$ cat src/rtl/pipe_ctrl_pkg.sv
// Shared types and constants for the pipeline stall/flush sequencer.
package pipe_ctrl_pkg;

   typedef enum logic [1:0] {
      ST_RUN      = 2'd0,
      ST_MEM_WAIT = 2'd1,
      ST_HALT     = 2'd2
   } state_e;

   localparam logic [4:0] REG_ZERO = 5'd0;

   // Event counters hold at all-ones instead of wrapping.
   function automatic logic [31:0] sat_inc(input logic [31:0] val);
      return (val == 32'hFFFF_FFFF) ? val : val + 32'd1;
   endfunction

endpackage

$ cat src/rtl/pipe_hazard_detect.sv
// Load-use hazard detector: flags when the load in EX writes a register read by ID.
module pipe_hazard_detect
   import pipe_ctrl_pkg::*;
(
   input  logic       idex_mem_read,
   input  logic [4:0] idex_rt,
   input  logic [4:0] ifid_rs,
   input  logic [4:0] ifid_rt,
   output logic       load_use
);

   // $zero never carries a real dependency.
   assign load_use = idex_mem_read && (idex_rt != REG_ZERO) &&
                     ((idex_rt == ifid_rs) || (idex_rt == ifid_rt));

endmodule

$ cat src/rtl/pipe_ctrl.sv
// Stall/flush sequencer for the 5-stage core with data-memory handshake and wait timeout.
// Optional PIPE_CTRL_PERF_EN adds saturating stall and flush cycle counters.
//
// state       | meaning
// ST_RUN      | normal flow; hazards resolved combinationally
// ST_MEM_WAIT | data access outstanding, waiting for ack
// ST_HALT     | memory never acknowledged; frozen until RESET
module pipe_ctrl
   import pipe_ctrl_pkg::*;
#(
   parameter int unsigned TIMEOUT_CYCLES = 255,
   parameter int unsigned CNT_W          = 8
) (
   input  logic        CLK,
   input  logic        RESET,
   input  logic        I_IDEX_MemRead,
   input  logic [4:0]  I_IDEX_Rt,
   input  logic [4:0]  I_IFID_Rs,
   input  logic [4:0]  I_IFID_Rt,
   input  logic        I_EX_BranchTaken,
   input  logic        I_EXMEM_MemReq,
   input  logic        I_DMEM_Ack,
   output logic        O_DMEM_Req,
   output logic        O_PC_En,
   output logic        O_IFID_En,
   output logic        O_IDEX_En,
   output logic        O_EXMEM_En,
   output logic        O_MEMWB_En,
   output logic        O_IFID_Flush,
   output logic        O_IDEX_Flush,
   output logic        O_MEMWB_Flush,
   output logic        O_Timeout,
`ifdef PIPE_CTRL_PERF_EN
   output logic [31:0] O_StallCnt,
   output logic [31:0] O_FlushCnt,
`endif
   output logic [1:0]  O_State
);

   localparam logic [CNT_W-1:0] TIMEOUT_TC = CNT_W'(TIMEOUT_CYCLES);

   state_e           state_q, state_d;
   logic [CNT_W-1:0] cnt_q, cnt_d;
   logic             timeout_q, timeout_d;

   logic load_use;
   logic active;
   logic dmem_req;
   logic mem_stall;

   pipe_hazard_detect u_hazard (
      .idex_mem_read (I_IDEX_MemRead),
      .idex_rt       (I_IDEX_Rt),
      .ifid_rs       (I_IFID_Rs),
      .ifid_rt       (I_IFID_Rt),
      .load_use      (load_use)
   );

   assign active    = !RESET && (state_q != ST_HALT);
   assign dmem_req  = active && (((state_q == ST_RUN) && I_EXMEM_MemReq) ||
                                 (state_q == ST_MEM_WAIT));
   // An ack in the request cycle (or in the wait state) releases the stall at once.
   assign mem_stall = dmem_req && !I_DMEM_Ack;

   always_comb begin
      O_DMEM_Req    = dmem_req;
      O_PC_En       = 1'b0;
      O_IFID_En     = 1'b0;
      O_IDEX_En     = 1'b0;
      O_EXMEM_En    = 1'b0;
      O_MEMWB_En    = 1'b0;
      O_IFID_Flush  = 1'b0;
      O_IDEX_Flush  = 1'b0;
      O_MEMWB_Flush = 1'b0;
      if (active) begin
         if (mem_stall) begin
            O_MEMWB_En    = 1'b1;
            O_MEMWB_Flush = 1'b1;
         end else begin
            O_PC_En    = 1'b1;
            O_IFID_En  = 1'b1;
            O_IDEX_En  = 1'b1;
            O_EXMEM_En = 1'b1;
            O_MEMWB_En = 1'b1;
            if (I_EX_BranchTaken) begin
               O_IFID_Flush = 1'b1;
               O_IDEX_Flush = 1'b1;
            end else if (load_use) begin
               O_PC_En      = 1'b0;
               O_IFID_En    = 1'b0;
               O_IDEX_Flush = 1'b1;
            end
         end
      end
   end

   always_comb begin
      state_d   = state_q;
      cnt_d     = cnt_q;
      timeout_d = timeout_q;
      case (state_q)
         ST_RUN: begin
            if (I_EXMEM_MemReq && !I_DMEM_Ack) begin
               state_d = ST_MEM_WAIT;
               cnt_d   = CNT_W'(1);
            end
         end
         ST_MEM_WAIT: begin
            if (I_DMEM_Ack) begin
               state_d = ST_RUN;
               cnt_d   = '0;
            end else if (cnt_q == TIMEOUT_TC) begin
               state_d   = ST_HALT;
               timeout_d = 1'b1;
            end else begin
               cnt_d = cnt_q + CNT_W'(1);
            end
         end
         ST_HALT: timeout_d = 1'b1;
         default: begin
            state_d = ST_RUN;
            cnt_d   = '0;
         end
      endcase
   end

   always_ff @(posedge CLK) begin
      if (RESET) begin
         state_q   <= ST_RUN;
         cnt_q     <= '0;
         timeout_q <= 1'b0;
      end else begin
         state_q   <= state_d;
         cnt_q     <= cnt_d;
         timeout_q <= timeout_d;
      end
   end

   // Reset overrides the visible status immediately, not one edge later.
   assign O_State   = RESET ? ST_RUN : state_q;
   assign O_Timeout = !RESET && timeout_q;

`ifdef PIPE_CTRL_PERF_EN
   logic [31:0] stall_cnt_q, stall_cnt_d;
   logic [31:0] flush_cnt_q, flush_cnt_d;
   logic        stall_evt, flush_evt;

   assign stall_evt = mem_stall || (active && !I_EX_BranchTaken && load_use);
   assign flush_evt = active && !mem_stall && I_EX_BranchTaken;

   always_comb begin
      stall_cnt_d = stall_evt ? sat_inc(stall_cnt_q) : stall_cnt_q;
      flush_cnt_d = flush_evt ? sat_inc(flush_cnt_q) : flush_cnt_q;
   end

   always_ff @(posedge CLK) begin
      if (RESET) begin
         stall_cnt_q <= '0;
         flush_cnt_q <= '0;
      end else begin
         stall_cnt_q <= stall_cnt_d;
         flush_cnt_q <= flush_cnt_d;
      end
   end

   assign O_StallCnt = stall_cnt_q;
   assign O_FlushCnt = flush_cnt_q;
`endif

endmodule

$ cat config.mk
export PLATFORM = sky130hd
export DESIGN_NAME = pipe_ctrl
export DESIGN_NICKNAME = d
export VERILOG_FILES = /design/src/rtl/pipe_ctrl_pkg.sv /design/src/rtl/pipe_hazard_detect.sv /design/src/rtl/pipe_ctrl.sv
export SDC_FILE = /design/constraint.sdc
export NUM_CORES = 1
export LEC_CHECK = 0
export ABC_AREA = 1
export BUFFER_PORTS_ARGS = -buffer_cell sky130_fd_sc_hd__buf_2
export CORE_AREA = 3 3 50 52
export CTS_CLUSTER_DIAMETER = 80
export DETAILED_ROUTE_END_ITERATION = 6
export DIE_AREA = 0 0 53 55
export PLACE_DENSITY = 0.72
export SYNTH_ARGS = -nofsm -noshare
export SYNTH_HDL_FRONTEND = slang
export SYNTH_HIERARCHICAL = 1
export SYNTH_SLANG_ARGS = --single-unit
$ cat constraint.sdc
create_clock -name CLK -period 1.2 [get_ports CLK]
set_input_delay 0 -clock CLK [delete_from_list [all_inputs] [get_ports CLK]]
set_output_delay 0 -clock CLK [all_outputs]
set_load 0.01 [all_outputs]
==> flow_summary_export.csv <==
group,metric,value,unit
setup_path,path_buf_inv,2,
detailed_routing,vias_per_cell,4.85,
floorplan,io_pins,33,
logic_synthesis,async_flop_share,0,%
setup_path,crit_chain,"nor2_4 -> nor3_2 -> nand2_1 -> nand2_2 -> inv_2 -> o21a_1 -> buf_2",
setup_path,cp_top_family,"simple AND/OR/NAND/NOR gates",
layout,nNetsFinal,227,
grt,grt_pass1_vias,1020,
layout,drive_above_1_share,46.6,%
clock_network,numCtsBuffers,3,
clock_network,htreeDepth,1,
logic_synthesis,yosysSeqAreaShare,24.3,%
min_path,min_from,"I_DMEM_Ack",
setup_path,slowest_stage,"dfxtp_4",
clock_network,cts_root_buf,"clkbuf_4",
logic_synthesis,yosys.area.top_type,"dfxtp_1",
detailed_routing,antenna_left,0,
logic_synthesis,synth_top_area_share,24.3,%
min_path,hp-class,"input port to flip-flop",
floorplan,die_area,2920,um2
logic_synthesis,synth_edf_count,0,
logic_synthesis,syn_inst,154,
floorplan,rows,17,
setup_path,cp_max_fo,5,
clock_network,cts_buffer_depth,2,
logic_synthesis,syn_area_per_cell,5.89,um2
logic_synthesis,synth_seq_cells,11,
logic_synthesis,synthesis.area,907,um2
min_path,min_delay_path_depth,4,
logic_synthesis,yosysWarnings,6,
sta,rsz0062_at_grt,"yes",
sta,min_period_over_period,120,%
clock_network,cts_hold_buf,0,
run,maxCapViolCount,0,
detailed_routing,drt_wl_total,2.75,mm
layout,fill_cells,178,
setup_path,worstPathRequired,1.20,ns
logic_synthesis,syn-num-nets,176,
logic_synthesis,synth_cell_types,28,
sta,max_freq,0.696,GHz
floorplan,die_w,53,um
floorplan,die_h,55,um
grt,grt_max_degree,11,
setup_path,cp.arrival,1.44,ns
sta,hold_viol,0,
sta,worst_pin_slew,0.262,ns
setup_path,r2r_end,"cnt_q[2]",
setup_path,cp-start-kind,"flip-flop",
run_status,status,"finished with violations",
detailed_routing,via_count,1125,
pwr,vdd_ir_drop_max,0.601,mV
sta,period_needed,1.44,ns
detailed_routing,first_iter_violations,24,
setup_path,rr_worst_depth,7,
detailed_routing,dr.pass1.iters,4,
grt,grt_pass1_wl,4.17,mm
logic_synthesis,synth.most_common_cell,"nand2_1",
clock_network,clk_pin_slew,0.07,ns
clock_network,cts.sink_count,11,
floorplan,coreArea,2150,um2
detailed_routing,drc,0,
min_path,whs_endpoint,"state_q[0]",
placed_design,dp_hpwl,1.90,mm
pwr,power,962,uW
setup_path,cpPeakStageDelay,0.39,ns
placed_design,io_buffer_count,32,
layout,insertedDiodeCount,0,
grt,track_usage,19.0,%
logic_synthesis,netlist_top_cells_area,"dfxtp_1 24%, nand2_1 17%, inv_1 11%, nor2_1 8.3%, nand3_1 5.5%",
logic_synthesis,ys_top_cells_by_count,"42 x nand2_1, 26 x inv_1, 20 x nor2_1, 11 x dfxtp_1, 10 x nand3_1",
setup_path,r2r_slack,-0.10,ns
setup_path,r2r_start,"cnt_q[1]",
clock_network,clock_latency,0.27,ns
grt,antenna_found_initial,0,
logic_synthesis,yosys_most_used_dff,"dfxtp_1",
setup_path,cp-end-kind,"output pin",
layout,utilization,63.7,%
sta,maxSlewViolCount,0,
layout,area_delta_synth_final,50.9,%
placed_design,place.gp.congestion,0.841,
sta,fin_skew,0.00668,ns
sta,setup_ws,-0.238,ns
pwr,p_per_area,703,nW/um2
grt,overflow,0,
clock_network,cts_tree,"built",
run_status,violations,"setup timing",
setup_path,critical_path_class,"flip-flop to output pin",
pwr,total_leakage_power,0.000696,uW
detailed_routing,wl_per_cell,11.8,um
sta,timing.slew.headroom,82.5,%
floorplan,initial_core_util,42.2,%
sta,setup_viol,15,
cells by family after synthesis:
logic type | synth area share [%]
AO/OA/AOI/OAI | 10.1
XOR/XNOR | 2.90
adder cells (fa/ha/maj) | 1.38
buffers and inverters | 15.3
flip-flops | 24.3
AND/OR/NAND/NOR | 46.1
state kept, by name, summed over array words and instances, names as in the netlist:
register / count
timeout_q: 1
cnt_q: 8
state_q: 2
area by class of cell:
class	instances	area, um2	share of cell area, %
flip-flops and latches	11	230	16.8
inverters	32	120	8.78
repair buffers	49	314	22.9
well taps	28	35.0	2.56
clock buffers	4	26.3	1.92
multi-input cells	108	643	47.0
worst max-delay path by stage:
stage,depth (start not counted),endpoint,from,slack [ns]
after detailed placement,7,cnt_q[4],cnt_q[0],-0.05
after global placement,8,cnt_q[0],cnt_q[0],-0.01
after CTS,7,O_IDEX_Flush,state_q[0],-0.10
final,7,O_IDEX_Flush,state_q[0],-0.24
after global routing,7,O_IDEX_Flush,state_q[0],-0.33
after floorplan,8,cnt_q[0],cnt_q[0],0.009
per-layer routing:
layer / vias to the layer above / GRT usage, % / routed length [um]
met2: 37 / 36.0 / 1440
met5: - / 0 / 0
met1: 510 / 21.4 / 1120
met4: 0 / 5.96 / 35
li1: 574 / - / -
met3: 4 / 3.49 / 143
cell usage in the layout (no fill, tap or decap), drive strengths merged:
cell	synthesis	final
ha	1	1
nor2	23	23
a31oi	1	1
a21oi	9	9
buf	2	49
a21boi	1	1
nor3	2	2
nand2	46	46
or2	1	1
o21bai	1	1
o21ai	2	2
nand3	11	11
xor2	1	1
o21a	1	1
xnor2	2	2
inv	32	32
clkbuf	1	4
nand4	6	6
dfxtp	11	11
report_power, final:
part           internal (uW)  switching (uW)  leakage (uW)
logic                    135             180      0.000589
clock network            129             132     0.0000150
registers                375            12.5     0.0000920
metrics by stage:
stage | worst slack (ns) | instance area, um2 | TNS (ns) | std cells | hold WS [ns]
2_1_floorplan | 0.00898 | 918 | 0 | 154 | 0.0377
3_3_place_gp | -0.0135 | 1150 | -0.0158 | 218 | 0.311
3_5_place_dp | -0.0518 | 1150 | -0.236 | 218 | 0.310
4_1_cts | -0.103 | 1230 | -0.245 | 225 | 0.0635
5_1_grt | -0.332 | 1370 | -2.84 | 232 | 0.0912
6_report | -0.238 | 1370 | -1.70 | 232 | 0.0766
repair_timing:
item	4_1_cts	5_1_grt
resized for setup	13	22
setup endpoints to repair	15	17
cloned	0	0
pin swaps	4	11
setup buffers	3	8
hold endpoints to repair	0	0
worst min-delay path: stages:
cell,delay (ns)
buf_2,0.12
nor2_4,0.06
nand2_1,0.08
a21oi_2,0.05
Power figures use the tool's default switching activity.
